$ cat config.mk
export PLATFORM = sky130hd
export DESIGN_NAME = fsb_initiator
export DESIGN_NICKNAME = d
export VERILOG_FILES = /design/src/rtl/fsb_pkg.sv /design/src/rtl/fsb_sync.sv /design/src/rtl/fsb_initiator.sv
export SDC_FILE = /design/constraint.sdc
export NUM_CORES = 1
export LEC_CHECK = 0
export BUFFER_PORTS_ARGS = -buffer_cell sky130_fd_sc_hd__buf_4
export CAP_MARGIN = 20
export CORE_MARGIN = 4
export CORE_UTILIZATION = 50
export DETAILED_ROUTE_END_ITERATION = 10
export PLACE_DENSITY = 0.83
export SLEW_MARGIN = 20
export SYNTH_ARGS = -nofsm -noshare
export SYNTH_HDL_FRONTEND = slang
export SYNTH_SLANG_ARGS = --single-unit
$ cat constraint.sdc
create_clock -name FCLK -period 2.4 [get_ports FCLK]
set_clock_uncertainty 0.05 [all_clocks]
set_input_delay 0.6 -clock FCLK [delete_from_list [all_inputs] [get_ports FCLK]]
set_output_delay 0.6 -clock FCLK [all_outputs]
set_load 0.02 [all_outputs]
$ cat src/rtl/fsb_pkg.sv
// Shared types and constants for the 68000-style bus cycle initiator.
package fsb_pkg;

  localparam int ADDR_W = 23;
  localparam int DATA_W = 16;
  localparam int TMO_W  = 10;

  // Bus cycle sequencer states.
  typedef enum logic [3:0] {
    IDLE,
    S1,
    S2,
    S3,
    WAIT,
    VWAIT,
    LATCH,
    TERM,
    RECOV
  } fsb_state_t;

  // Progress through the E-clock handshake of a VPA-terminated cycle.
  typedef enum logic [1:0] {
    VW_LOW,   // waiting for E low before asserting nVMA
    VW_HIGH,  // waiting for E to rise
    VW_FALL   // waiting for E to fall, which ends the cycle
  } vwait_phase_t;

  // Byte-enable encodings {upper, lower}; BE_NONE must never be requested.
  localparam logic [1:0] BE_NONE  = 2'b00;
  localparam logic [1:0] BE_LOWER = 2'b01;
  localparam logic [1:0] BE_UPPER = 2'b10;
  localparam logic [1:0] BE_WORD  = 2'b11;

  // Active-low {nUDS, nLDS} for a byte-enable pair.
  function automatic logic [1:0] be_to_strobes_n(input logic [1:0] be);
    return ~be;
  endfunction

endpackage

$ cat src/rtl/fsb_sync.sv
// Multi-flop synchroniser for an asynchronous, active-low bus input.
// Resets to 1 so a synchronised line reads as negated after reset.
module fsb_sync
  import fsb_pkg::*;
#(
  parameter int STAGES = 2
) (
  input  logic i_clk,
  input  logic i_rst,
  input  logic i_d,
  output logic o_q
);

  logic [STAGES-1:0] r_chain;

  // Shift the raw input through the flop chain; the last flop is the clean copy.
  always_ff @(posedge i_clk) begin
    // NOTE: non-blocking assignments make every flop sample its pre-edge input, forming a real chain.
    if (i_rst) begin
      r_chain <= '1;
    end else begin
      r_chain <= {r_chain[STAGES-2:0], i_d};
    end
  end

  assign o_q = r_chain[STAGES-1];

endmodule

$ cat src/rtl/fsb_initiator.sv
// MC68000-style asynchronous bus cycle initiator. Runs one bus cycle per
// FCLK-domain request, terminated by DTACK, BERR or a VPA/E-clock cycle.
// Optional build macro FSB_TIMEOUT_EN adds a WAIT watchdog that forces a
// bus error after TIMEOUT_CYCLES cycles without termination.
module fsb_initiator
  import fsb_pkg::*;
#(
  parameter int SYNC_STAGES     = 2,
  parameter int TIMEOUT_CYCLES  = 1023,
  parameter int RECOVERY_CYCLES = 1
) (
  input  logic              FCLK,
  input  logic              RST,
  input  logic              Req,
  input  logic [ADDR_W-1:0] ReqA,
  input  logic              ReqWE,
  input  logic [1:0]        ReqBE,
  input  logic [DATA_W-1:0] ReqWD,
  output logic              Busy,
  output logic              Done,
  output logic              Err,
  output logic [DATA_W-1:0] RD,
  output logic [ADDR_W-1:0] A,
  output logic              nAS,
  output logic              nUDS,
  output logic              nLDS,
  output logic              RnW,
  output logic [DATA_W-1:0] Dout,
  output logic              Doe,
  input  logic [DATA_W-1:0] Din,
  input  logic              nDTACK,
  input  logic              nBERR,
  input  logic              nVPA,
  input  logic              E,
  output logic              nVMA
);

  if (SYNC_STAGES < 2 || SYNC_STAGES > 3) begin : g_bad_sync
    $error("fsb_initiator: SYNC_STAGES must be 2 or 3");
  end
  if (RECOVERY_CYCLES < 1 || RECOVERY_CYCLES > 3) begin : g_bad_recov
    $error("fsb_initiator: RECOVERY_CYCLES must be 1..3");
  end
  if (TIMEOUT_CYCLES < 1 || TIMEOUT_CYCLES > 1023) begin : g_bad_tmo
    $error("fsb_initiator: TIMEOUT_CYCLES must be 1..1023");
  end

  localparam logic [1:0] RECOV_LAST = 2'(RECOVERY_CYCLES - 1);

  logic w_ndtack_s, w_nberr_s, w_nvpa_s, w_e_s;
  logic w_dtack, w_berr, w_vpa, w_fault;

  fsb_sync #(.STAGES(SYNC_STAGES)) u_sync_dtack (.i_clk(FCLK), .i_rst(RST), .i_d(nDTACK), .o_q(w_ndtack_s));
  fsb_sync #(.STAGES(SYNC_STAGES)) u_sync_berr  (.i_clk(FCLK), .i_rst(RST), .i_d(nBERR),  .o_q(w_nberr_s));
  fsb_sync #(.STAGES(SYNC_STAGES)) u_sync_vpa   (.i_clk(FCLK), .i_rst(RST), .i_d(nVPA),   .o_q(w_nvpa_s));
  fsb_sync #(.STAGES(SYNC_STAGES)) u_sync_e     (.i_clk(FCLK), .i_rst(RST), .i_d(E),      .o_q(w_e_s));

  assign w_dtack = ~w_ndtack_s;
  assign w_berr  = ~w_nberr_s;
  assign w_vpa   = ~w_nvpa_s;

  fsb_state_t   r_state;
  vwait_phase_t r_phase;
  logic [1:0]   r_be;
  logic         r_fault;
  logic [1:0]   r_recov;

`ifdef FSB_TIMEOUT_EN
  localparam logic [TMO_W-1:0] TMO_LAST = TMO_W'(TIMEOUT_CYCLES - 1);
  logic [TMO_W-1:0] r_tmo;

  // Watchdog: restart on WAIT entry, count WAIT/VWAIT cycles, saturate at all-ones.
  always_ff @(posedge FCLK) begin
    if (RST) begin
      r_tmo <= '0;
    end else if (r_state == S3) begin
      r_tmo <= '0;
    end else if ((r_state == WAIT || r_state == VWAIT) && r_tmo != '1) begin
      r_tmo <= r_tmo + 1'b1;
    end
  end

  // The last permitted WAIT/VWAIT cycle is treated exactly like a bus error.
  assign w_fault = w_berr | ((r_state == WAIT || r_state == VWAIT) && r_tmo == TMO_LAST);
`else
  assign w_fault = w_berr;
`endif

  // Bus cycle sequencer; every bus and handshake output is registered here.
  always_ff @(posedge FCLK) begin
    if (RST) begin
      r_state <= IDLE;
      r_phase <= VW_LOW;
      r_be    <= BE_NONE;
      r_fault <= 1'b0;
      r_recov <= '0;
      Busy    <= 1'b0;
      Done    <= 1'b0;
      Err     <= 1'b0;
      RD      <= '0;
      A       <= '0;
      Dout    <= '0;
      nAS     <= 1'b1;
      nUDS    <= 1'b1;
      nLDS    <= 1'b1;
      nVMA    <= 1'b1;
      RnW     <= 1'b1;
      Doe     <= 1'b0;
    end else begin
      // Done and Err are strobes: low unless TERM raises them this cycle.
      Done <= 1'b0;
      Err  <= 1'b0;
      case (r_state)
        IDLE: begin
          if (Req) begin
            A       <= ReqA;
            RnW     <= ~ReqWE;
            r_be    <= ReqBE;
            Dout    <= ReqWD;
            r_fault <= 1'b0;
            Busy    <= 1'b1;
            r_state <= S1;
          end
        end
        S1: r_state <= S2;
        S2: begin
          nAS <= 1'b0;
          if (RnW) begin
            {nUDS, nLDS} <= be_to_strobes_n(r_be);
          end else begin
            Doe <= 1'b1;
          end
          r_state <= S3;
        end
        S3: begin
          // Writes delay the data strobes one cycle so Dout is settled first.
          if (!RnW) begin
            {nUDS, nLDS} <= be_to_strobes_n(r_be);
          end
          r_state <= WAIT;
        end
        WAIT: begin
          if (w_fault) begin
            r_fault <= 1'b1;
            r_state <= TERM;
          end else if (w_dtack) begin
            r_state <= LATCH;
          end else if (w_vpa) begin
            r_phase <= VW_LOW;
            r_state <= VWAIT;
          end
        end
        VWAIT: begin
          if (w_fault) begin
            r_fault <= 1'b1;
            r_state <= TERM;
          end else begin
            case (r_phase)
              VW_LOW: begin
                if (!w_e_s) begin
                  nVMA    <= 1'b0;
                  r_phase <= VW_HIGH;
                end
              end
              VW_HIGH: if (w_e_s) r_phase <= VW_FALL;
              VW_FALL: if (!w_e_s) r_state <= LATCH;
              default: r_phase <= VW_LOW;
            endcase
          end
        end
        LATCH: begin
          if (RnW) RD <= Din;
          r_state <= TERM;
        end
        TERM: begin
          nAS     <= 1'b1;
          nUDS    <= 1'b1;
          nLDS    <= 1'b1;
          nVMA    <= 1'b1;
          Done    <= 1'b1;
          Err     <= r_fault;
          Doe     <= 1'b0;
          RnW     <= 1'b1;
          r_recov <= '0;
          r_state <= RECOV;
        end
        RECOV: begin
          if (r_recov == RECOV_LAST) begin
            Busy    <= 1'b0;
            r_state <= IDLE;
          end else begin
            r_recov <= r_recov + 2'd1;
          end
        end
        default: r_state <= IDLE;
      endcase
    end
  end

endmodule
# == Word level (Yosys, flattened, before mapping) ==
# Cells that the tools add are included.
# word_totals
register_bits,83
elab_cells,119
# classes
n_addsub,1
n_eq_ne,29
n_mux,41
bitwise_logic,3
n_reduce_logical,24
# op_table
cell,count
4-bit one-hot mux with 9 select lines,1
4-bit 2-to-1 mux,8
"2-bit != test, second input constant",10
"4-bit by 3-bit equality test with 1-bit output, second input constant",4
1-bit 2-to-1 mux,14
2-bit 2-to-1 mux,7
2-bit nonzero test,7
1-bit one-hot mux with 2 select lines,6
2-bit AND reduction,5
"3-bit != test, second input constant",3
3-bit AND reduction,3
"4-bit by 2-bit equality test with 1-bit output, second input constant",2
"2-bit by 1-bit != test with 1-bit output, second input constant",4
2-bit one-hot mux with 2 select lines,2
8-bit AND reduction,1
1-bit one-hot mux with 3 select lines,2
2-bit one-hot mux with 3 select lines,1
5-bit AND reduction,1
"4-bit by 1-bit equality test with 1-bit output, second input constant",1
"4-bit equality test, second input constant",1
2-bit logical NOT,2
4-bit logical NOT,1
"4-bit != test, second input constant",1
4-bit AND reduction,1
8 further kinds,10

# == Longest topological paths before layout ==
# Gate-level depths: netlist of the first run.
# depth
word_depth,4
mapped_depth,7

# == Modules after synthesis ==
# Synthesis of the first run repeated with hierarchy kept, for this count alone.
# hier_totals
hier_cells,353
hier_area_um2,3057.9
# by_module_without_submodules
module,n_inst,cells_each,area_each_um2
fsb_initiator,1,337,2847.7
fsb_sync,4,4,52.6

# == Least setup slack after synthesis of the first run ==
# No wires, ideal clock.
# synth_path
kind,register to register
from,register r_state[1]
to,register RD[10]
setup_ps,132
arrival_ps,1439
path_slack_ps,779
path_stages_with_launch,8
synth_period_minus_slack_ps,1621
path_cell_list,dfxtp_1 -> clkbuf_1 -> nand2_1 -> or3_1 -> clkbuf_1 -> clkbuf_1 -> nand2_1 -> a21oi_1
# synth_between
elab_chain_cells,2
# synth_lines
item,line,rtl
"start, declared",fsb_initiator.sv:62,fsb_state_t r_state;
"start signal, assigned",fsb_initiator.sv:92,r_state <= IDLE;
"start signal, assigned",fsb_initiator.sv:122,r_state <= S1;
"start signal, assigned",fsb_initiator.sv:125,S1: r_state <= S2;
4-bit by 3-bit equality test with 1-bit output,fsb_initiator.sv:113,case (r_state)
2-bit AND reduction (no line),n/a,
"end signal, assigned",fsb_initiator.sv:172,if (RnW) RD <= Din;
"end, declared",fsb_initiator.sv:22,"output logic [DATA_W-1:0] RD,"
# Every way passes these cells.
# A chain may end at the register's enable or synchronous reset.

# == Worst setup path after layout of the first run ==
# layout_path
from,register r_state[0]
to,register A[7]
# layout_between
elab_chain_cells,2
# layout_lines
item,line,rtl
4-bit logical NOT,fsb_initiator.sv:113,
2-bit AND reduction (no line),n/a,
"end signal, assigned",fsb_initiator.sv:116,A <= ReqA;
"end, declared",fsb_initiator.sv:23,"output logic [ADDR_W-1:0] A,"
# Every way passes these cells.

==> results.txt, run 1 <==
- After clock tree synthesis, the flow added hold-fix buffers numbering 0.
* HP Class: register to register
- Max-slew headroom at the worst pin: 60.6%
* Least-Margin Pin Slew: 591 ps
- Warnings, synthesis: 0
- Setup slack at placement: 634 ps
- Element type at the critical path end: register
* Synthesized area per cell: 8.20 um2
- The repair_antennas step left the layout with diodes totalling 0.
- Top cell type's share of synthesized area: 55.1%
- After detailed routing, the number of remaining DRC violations is 0.
- Vias after detailed routing: 2,821
- The first routing iteration left 137 violations.
- Resized Gates After CTS: 0
- For this run, the register share of the synthesized area comes to 55.1%.
- Hold is met by about 360 ps.
- Clock net sink count: between 80 and 90
- Starting density of the core: 51.3%
* Total setup violations reported at the end of the flow: 0
* Mux contribution to synthesized area: 0%
- GRT overflow: 0
* Total core area: 0.00589 mm2
- Number of unique standard cell types used by synthesis: 37
- Global routing consumed, on the met1 layer, between 20% and 30% of the routing resources.
* Largest net degree at the start of global routing: 63
- DIE HEIGHT: 85.7 um
- Root Buffer Master: clkbuf_8
- The number of failing hold endpoints at the final stage was 0.
- Summing the areas of all compound-gate instances in the mapped netlist gives 14.5% of the synthesized area.
* Routed len/inst: 13.1 um
- Synthesized instance count: between 300 and 400
- In this run the worst path has a maximum fanout of 44.
- Routability-driven placement finished with a final weighted congestion of between 0.7 and 0.8.
* Boundary Pins: 129
* Hpwl dp: 5390 um
- Count of placed standard cells in the final layout, fillers left out: 564
- Fraction of final layout cells with drive strength greater than 1: 30.7%
- Setup slack closes at between 600 and 700 ps.
* Post-detailed-routing wire length: 7400 um
* Leak Pwr: 1.79 nW
- The die covers 0.00734 mm2.
- Antenna viol nets, final: 0
- Placed cells: around 550
- Yosys attributes the largest share of cell area to dfxtp_1, nand2_1, a21oi_1, clkbuf_1, or2_1.
- The area growth from synthesis to layout is 38.0%.
* Total non-filler cell area in the finished layout: 0.00416 mm2
- Mean number of vias per cell: 5.00
- The number of nets in the synthesized netlist is 434.
- Clock-pin slew was measured on the worst setup and hold paths at 70 ps.
- TritonCTS built the clock tree.
- Global-route layer with the greatest usage: met2
- Deepest level of the CTS H-tree: 3
* Met3 usage: approximately 8.8%
- Summing the areas of all and, or, nand and nor instances in the mapped netlist gives 25.6% of the synthesized area.
- For the worst setup path, the data required time is 2610 ps.
* Cell Pwr Density: 705 mW/mm2
* M2 GR Usage: 35.2%
- The via count of the first global-routing pass was 2,734.
* Post-synthesis adder-cell area fraction: 0.415%
* Upper clock frequency limit: about 560 MHz
- Final core area utilization: between 70% and 80%
* Global-route wire length before repair: 12,100 um
* Antenna violations before repair: 0
- Max capacitance violation total: 0
* Unrepaired setup endpoints after global routing: false
* Type of origin of the critical path: register
- Counting I/O delays and the setup requirement, the final critical path takes 1780 ps.
* Post-synthesis cell area: 0.00302 mm2
- Maximum root-to-sink buffer count: 2
- Power comes to 2.94 mW.
* Data arrival time at the worst-slack endpoint: 1990 ps
- The floorplan has 28 rows.
- GR Util All Layers: 20.8%
- The final critical path takes up between 70% and 80% of the cycle.
* Count of state elements after synthesis: 83
* Worst supply voltage drop on vdd: 499 uV
- The largest total area in the synthesized netlist belongs to dfxtp_1.
- From left edge to right edge, the die measures 85.7 um.
- The worst setup path is of the register to register kind.
- After Yosys synthesis, XOR and XNOR cells account for 0.581% of the synthesized area.
- Post-CTS Setup Repair Bufs: 0
* Detailed-router iteration count before antenna repair: 4
* Dominant combinational cell family by area after synthesis: simple AND/OR/NAND/NOR gates
- Number of nets in the final layout: around 550
- After detailed placement, the total cell area comes to 0.00401 mm2.
* Count of input and output buffers: 128
- The run finished with clean final reports.
* Worst-skew pair later-pin latency: 350 ps
- Buffers inserted during clock tree synthesis total 9.
- Number of pins exceeding their max-slew limit in the final report: 0
- Total negative slack for setup checks: 0 ps
## worst max-delay path: stages (launching register included)
cell and delay [ps]:
dfxtp_1 650, nor3_2 170, nand3b_1 130, buf_4 410, nand2_1 100, a21oi_1 180
## report_power, final
group / internal [mW] / switching [mW]
logic: 0.252 / 0.315
registers: 1.47 / 0.0640
clock network: 0.383 / 0.456
total: 2.10 / 0.835
## cells in the final DEF, fill, tap and decap left out, drive strengths merged, types with 3 or more instances in the layout
| cell | instances |
|---|---|
| buf | 133 |
| nand2 | 128 |
| dfxtp | 83 |
| a21oi | 69 |
| clkbuf | 10 |
| or2 | 10 |
| nor2 | 7 |
| inv | 4 |
| nand2b | 4 |
| nand3b | 3 |
| nor2b | 3 |
| nor3 | 3 |
## registers in the layout, summed over array words and instances (netlist names), 2 cells and up
signal                flops
A                        23
r_state                   4
u_sync_e.r_chain          2
RD                       16
r_phase                   2
r_recov                   2
u_sync_dtack.r_chain      2
r_be                      2
u_sync_vpa.r_chain        2
u_sync_berr.r_chain       2
Dout                     16
## routing by layer
layer	routed length, um	vias up
met5	0	-
met4	137	0
met3	706	14
met2	3640	91
met1	2910	1277
li1	-	1439
## area by class of cell
type	instances	area, um2
fill	511	1720
sequential	83	1660
multi-input combinational	256	1240
timing repair buffer	133	998
clock buffer	10	138
tap	75	93.8
clock inverter	3	17.5
inverter	4	15.0
## synth_stat cells, drive strengths merged
cell / instances
nor2: 7
buf: 5
o22ai: 1
nand2b: 4
ha: 1
nor3: 3
or4: 2
nand4b: 1
dfxtp: 83
or2: 10
nand3b: 3
o2111ai: 1
o41ai: 1
o211ai: 1
o21bai: 2
o21a: 1
xnor2: 2
and4: 2
nor4: 1
inv: 4
nand3: 2
nand2: 128
and2: 1
and3b: 1
nand4bb: 1
o21ai: 1
a311oi: 1
or3b: 1
nor3b: 1
nor2b: 3
o31ai: 1
a2bb2oi: 2
a21oi: 69
or3: 1
clkbuf: 20
## final timing paths
path | cells past startpoint | slack [ps] | from | endpoint
setup / recovery | 5 | 620 | r_state[0] | A[7]
hold / removal | 1 | 360 | u_sync_e.r_chain[0] | u_sync_e.r_chain[1]
setup reg to reg | 5 | 620 | r_state[0] | A[7]
hold reg to reg | 1 | 360 | u_sync_e.r_chain[0] | u_sync_e.r_chain[1]
## cell families after synthesis
group | Yosys count
buffers and inverters | 29
xor gates and xnor gates | 2
DFF | 83
AOI/OAI and AO/OA | 81
adders and majority gates | 1
and+or+nand+nor | 172
Power figures use the tool's default switching activity.
==> inputs of run 2 (changes only) <==
- CORE_UTILIZATION: 50 -> 47
- PLACE_DENSITY: 0.83 -> 0.79
- clock period: 2.4 -> 1.8 ns (I/O delays scaled with it)
==> results.txt, run 2 (synthesized netlist as in run 1, its figures left out) <==
- After the first detailed-routing iteration, the DRC count stood at 91.
- Data arrival time at the worst-slack endpoint: 1920 ps
* Most frequent standard cell in the layout excluding fill and tap cells: buf_4
* Total negative slack for setup checks: 0 ps
- Setup repair after global routing left no endpoint under its margin.
* Post-detailed-routing wire length: between 7000 and 8000 um
- Setup slack at placement: 134 ps
- GRT overflow: 0
- Total setup violations reported at the end of the flow: 0
* Number of pins exceeding their max-slew limit in the final report: 0
- Of the cells placed in the final design, the portion with a size suffix greater than 1 is between 30% and 40%.
* Hpwl dp: approximately 5500 um
* DIE HEIGHT: around 90 um
- Floorplan row count: 28
- Once the clock tree was built, the setup fixing pass inserted 0 buffers.
- Area growth from synthesis to final layout: 41.8%
- The first global-routing pass estimated 11,900 um of wire.
* Antenna violations before repair: 0
- Entering global routing, the biggest net connects 44 pins.
* Type of origin of the critical path: register
- Critical path peak fanout: 12
- Total core area: 0.00606 mm2
* Number of nets in the final layout: 556
- Largest registers ranked by flip-flop count: A (23), Dout (16), RD (16)
- For this design the static power due to leakage is 1.84 nW.
* Minimum clock period after layout: 1690 ps
* Top reg by flops: A
* Routed len/inst: 13.3 um
* Count of input and output buffers: 128
- Element type at the critical path end: register
- Antenna viol nets, final: 0
* Final core area utilization: between 70% and 80%
- Routability congestion estimate: 0.844
* HP Class: input port to register
- Top library cells by usage in the layout, fill and taps aside: buf_4, nand2_1, dfxtp_1, a21oi_1, clkbuf_8
- Starting density of the core: 49.8%
* Worst-skew pair later-pin latency: approximately 340 ps
* Cell Pwr Density: about 1000 mW/mm2
- Detailed-route DRC error count: 0
- Maximum root-to-sink buffer count: 2
* Upper clock frequency limit: 591 MHz
- The run finished with clean final reports.
- Worst-path clk slew: 80 ps
* Number of flip-flops in the largest register: 23
* Root Buffer Master: clkbuf_8
* Count of inserted antenna diode cells: 0
- The tree built by TritonCTS fans out to 83 sinks.
- Setup slack on the critical path of the routed design comes to 109 ps.
- In this run the number of H-tree levels came out at 3.
* Number of CTS-inserted buffers: 9
* Max-slew headroom at the worst pin: 64.1%
- The completed layout was analyzed and its total power is 4.28 mW.
- Final hold violation count: 0
* Required arrival time at the worst endpoint: 2030 ps
* Worst supply voltage drop on vdd: 627 uV
- For this run, the total global-route usage over all layers was measured as 19.5%.
- Boundary Pins: roughly 130
- For the pin with the worst max-slew slack, the measured transition is 539 ps.
- Post-route clock period utilization: 94.0%
- Before antenna repair, the detailed router went through 4 iterations.
- Max-cap violations in this run came to 0.
- The critical path in this run is classified as register to register.
- Die Outline Area: 0.00776 mm2
* Vias after detailed routing: ~2,800
* Clock tree from TritonCTS: done
- Via count of the first global-routing pass: roughly 2,700
- Die width: between 80 and 90 um
- Mean number of vias per cell: around 5
* Number of inserted filler cells in the final layout: between 400 and 500
run 2: stage by stage:
stage / cells / hold slack [ps] / cell area (um2)
after floorplan: 368 / 333 / 3020
after global placement: 554 / 336 / 4060
after detailed placement: 554 / 338 / 4060
after CTS: 569 / 216 / 4270
after global routing: 569 / 230 / 4280
final: 569 / 227 / 4280
run 2: worst paths after layout:
| path | startpoint | depth (start not counted) | slack (ps) | end |
|---|---|---|---|---|
| setup / recovery | r_state[0] | 3 | 110 | r_phase[1] |
| hold / removal | nDTACK | 2 | 230 | u_sync_dtack.r_chain[0] |
| setup reg to reg | r_state[0] | 3 | 110 | r_phase[1] |
| hold reg to reg | u_sync_e.r_chain[0] | 1 | 360 | u_sync_e.r_chain[1] |
run 2: what timing repair did:
item | CTS | global route
endpoints found under the hold margin | 0 | 0
setup endpoints to repair | 0 | 29
hold buffers | 0 | 0
resized for setup | 0 | 2
run 2: routing by layer:
layer,routed length [um],track usage [%]
met5,0,0
met3,767,7.90
met1,3030,22.7
met4,57,6.87
met2,3700,32.5
run 2: power by group:
| part | switching [mW] | internal [mW] | leakage [nW] | total (mW) |
|---|---|---|---|---|
| clock network | 0.645 | 0.807 | 0.108 | 1.45 |
| logic | 0.427 | 0.358 | 1.06 | 0.785 |
| registers | 0.0860 | 1.95 | 0.678 | 2.04 |
| total | 1.16 | 3.12 | 1.84 | 4.28 |
run 2: layout make-up:
| class | count | area, um2 | area share, % |
|---|---|---|---|
| clock buffer | 10 | 138 | 3.22 |
| clock inverter | 5 | 77.6 | 1.81 |
| inverter | 4 | 15.0 | 0.351 |
| multi-input combinational | 256 | 1250 | 29.1 |
| sequential | 83 | 1660 | 38.9 |
| tap | 75 | 93.8 | 2.19 |
| timing repair buffer | 136 | 1050 | 24.4 |
run 2: critical path: stages (launching register included):
cell       delay (ps)
dfxtp_1           610
o2111ai_1         260
or4_1             550
a21oi_1           150
==> inputs of run 3 (changes only) <==
--- a/config.mk
+++ b/config.mk
@@ -6,8 +6,9 @@
 export NUM_CORES = 1
 export LEC_CHECK = 0
+export ABC_AREA = 1
 export BUFFER_PORTS_ARGS = -buffer_cell sky130_fd_sc_hd__buf_4
-export CAP_MARGIN = 20
+export CAP_MARGIN = 30
 export CORE_MARGIN = 4
-export CORE_UTILIZATION = 47
+export CORE_UTILIZATION = 48
 export DETAILED_ROUTE_END_ITERATION = 10
 export PLACE_DENSITY = 0.79
==> constraint.sdc (replaced) <==
create_clock -name FCLK -period 1.8 [get_ports FCLK]
set_clock_uncertainty 0.05 [all_clocks]
set_input_delay 0.36 -clock FCLK [delete_from_list [all_inputs] [get_ports FCLK]]
set_output_delay 0.36 -clock FCLK [all_outputs]
set_load 0.02 [all_outputs]
==> results.txt, run 3 <==
- Antenna viol nets, final: 0
- Required arrival time at the worst endpoint: 2030 ps
* Reported net switching power: around 1.5 mW
* HP Class: input port to register
- Post-synthesis cell type with the largest combined area: dfxtp_1
- Synthesized instance count: 403
- Antenna violations before repair: 0
- For this run, design rule violations remaining after detail routing come to 0.
- The worst path meets setup with 215 ps of slack.
- After routing the design area is ~0.0044 mm2.
- Unrepaired setup endpoints after global routing: false
* Upper clock frequency limit: 631 MHz
- Top reg by flops: A
- Max-slew headroom at the worst pin: between 60% and 70%
- Data arrival time at the worst-slack endpoint: 1820 ps
* Leak Pwr: between 2 and 2.5 nW
- The path with the worst hold slack has its endpoint at u_sync_vpa.r_chain[0].
- Final core area utilization: between 60% and 70%
* Largest registers ranked by flip-flop count: A (23), Dout (16), RD (16)
* Top cell type's share of synthesized area: a little over half
* Floorplan row count: 29
- GRT overflow: 0
- After detailed routing, the average wire length per cell comes to 13.2 um.
- Post-synthesis cell area: 0.00319 mm2
* Via count of the first global-routing pass: 2,829
- The worst setup path is launched from a register.
- Total power: 4.96 mW
* Total setup violations reported at the end of the flow: 0
- Of the total power, the clock network draws approximately 30%.
- The worst register-to-register path begins at r_state[1].
- Minimum clock period after layout: 1580 ps
* Total core area: roughly 0.0064 mm2
* Number of nets in the final layout: 594
* Worst-skew pair later-pin latency: 340 ps
- DIE HEIGHT: 89.5 um
- Detailed-router iteration count before antenna repair: 4
- After the first detailed-routing iteration, the DRC count stood at approximately 120.
* Vias after detailed routing: 2,967
- After clock tree synthesis, the clock-pin slew on the worst setup and hold paths is ~90 ps.
- Max capacitance violation total: 0
- Counting instances in the post-synthesis netlist gives the leading cell types as nor2_1, dfxtp_1, o21ai_0.
- Starting density of the core: 49.9%
- Deepest level of the CTS H-tree: 3
- The most used flip-flop cell after synthesis is dfxtp_1.
- TritonCTS built the clock tree.
- The number of cells on the worst reg-to-reg path is 6.
* Placed inst area: 0.00415 mm2
* Post-detailed-routing wire length: 8030 um
* Cts hold-fix bufs: 0
* Routability congestion estimate: 0.892
* Count of inserted antenna diode cells: 0
- Number of pins exceeding their max-slew limit in the final report: 0
- The flow ran to the end, and the final reports show no timing, DRC or antenna violations.
- Counting the buffers created by CTS gives 9.
- CTS placed an instance of clkbuf_8 at the clock tree root.
- Boundary Pins: 129
- Global-route wire length before repair: 12,300 um
- The number of failing hold endpoints at the final stage is 0.
- Synthesized area per cell: 7.91 um2
- The die covers 0.00801 mm2.
- The endpoint identified for the worst register-to-register timing path is Dout[13].
* Hpwl dp: 5790 um
- After detailed routing, the number of vias per cell comes to 4.86.
- The worst register-to-register path has a setup slack of 220 ps.
- From left edge to right edge, the die measures 89.5 um.
- For this design the ratio of total power to cell area is 1130 mW/mm2.
- Worst supply voltage drop on vdd: 700 uV
- Dividing the final minimum period by the clock period gives 88.0%.
* Most frequent standard cell in the layout excluding fill and tap cells: buf_4
- Synthesis produced a netlist with a net count of 469.
* Top library cells by usage in the layout, fill and taps aside: buf_4, nor2_1, dfxtp_1, o21ai_0, nand2_1
- In the post-synthesis netlist, the biggest area contributors are dfxtp_1, nor2_1, o21ai_0, nand2_1, inv_1.
- Combinational cell fraction of total power: between 20% and 30%
- Number of inserted filler cells in the final layout: ~520
* Maximum root-to-sink buffer count: 2
- Proportion of synthesized chip area in sequential cells: 52.1%
* Fraction of final layout cells with drive strength greater than 1: roughly 34%
* Post-CTS Setup Repair Bufs: 0
- Registers are responsible for 44.0% of the overall power.
- Worst min-delay path startpoint: nVPA
- Number of flip-flops in the largest register: 23
- Counting flops with an async set or reset pin after synthesis yields a share of 0%.
* Warnings, synthesis: 0
- Largest net degree at the start of global routing: 48
* Number of unique standard cell types used by synthesis: 35
- Counting flops and latches in the post-synthesis netlist gives 83.
- Clock net sink count: 83
- Area growth from synthesis to final layout: 37.6%
- Net switching fraction of the power: a little under a third
* Type of the setup path with the least slack: register to register
- At the pin with the least slew margin, the transition time is roughly 460 ps.
* Element type at the critical path end: register
- The count of buffers added on input and output ports is roughly 130.
- The worst hold path passes through 2 cells.
- Final-layout worst hold slack: 146 ps
* Count of flip-flops with a built-in enable after synthesis: 0
- In this run, placement finished with an instance count of 594.
* Total negative slack for setup checks: 0 ps
- Setup slack at placement: 103 ps
- Critical path peak fanout: 40
- Leading cell type by number of instances after synthesis: nor2_1
- Excluding fillers, the count of instances in the completed layout stands at slightly above 600.
* GR Util All Layers: 19.6%
- Cell internal power was estimated by the tool at 3.42 mW.
## run 3: cell types whose count changed in the layout (fill, tap and decap cells not counted), moves of 7 or more
cell and delta:
a21oi_1 -59, nand2_1 -101, nor2_1 +121, or2_1 -8, or2_2 +7, inv_1 +13
o21ai_0 +53, o21ai_1 +11
## run 3: power by group through the flow
| stage | combinational, mW | clock, mW | sequential, mW |
|---|---|---|---|
| global placement | 1.24 | 0 | 2.21 |
| CTS | 1.27 | 1.54 | 2.18 |
| global route | 1.37 | 1.63 | 2.21 |
| floorplan | 0.526 | 0 | 2.45 |
| detailed placement | 1.26 | 0 | 2.22 |
| finish | 1.25 | 1.52 | 2.18 |
## run 3: layout make-up
cell class | instances | area [um2] | share of cell area (%)
flip-flops and latches | 83 | 1660 | 37.9
clock buffers | 11 | 151 | 3.45
multi-input cells | 277 | 1300 | 29.6
clock inverters | 5 | 83.8 | 1.91
well taps | 77 | 96.3 | 2.20
repair buffers | 132 | 991 | 22.6
inverters | 25 | 101 | 2.31
## run 3: worst max-delay path: stages, from the launching register on
cell     delay [ps]
dfxtp_1         390
nor2_2          210
nand2_2         110
nor2_4          120
buf_4           350
o21ai_0         160
nor2_1          130
## run 3: routing by layer
metal | GRT usage (%) | wire length, um | up-vias
met5 | 0 | 0 | -
met4 | 7.31 | 114 | 0
met2 | 33.7 | 3990 | 102
met1 | 23.5 | 3260 | 1323
met3 | 5.25 | 663 | 9
li1 | - | - | 1533
## run 3: cell families (layout without fill, tap and decap cells)
group / after synthesis / after routing / synth area share (%)
AND/OR/NAND/NOR: 194 / 194 / 26.7
flip-flops: 83 / 83 / 52.1
AO/OA/AOI/OAI: 82 / 82 / 13.7
buffers and inverters: 43 / 173 / 7.11
adder cells (fa/ha/maj): 1 / 1 / 0.393
## run 3: worst max path at each step
stage          cells after the start        to       start
2_1_floorplan                      7       RnW  r_state[0]
3_5_place_dp                       6   r_be[1]  r_state[1]
6_report                           6  Dout[13]  r_state[1]
5_1_grt                            6     A[13]  r_state[1]
3_3_place_gp                       6   r_be[1]  r_state[1]
4_1_cts                            6   r_be[1]  r_state[1]
## run 3: what timing repair did
item / CTS / global route
endpoints found under the hold margin: 0 / 0
endpoints found under the setup margin: 0 / 6
gates resized for setup: 0 / 2
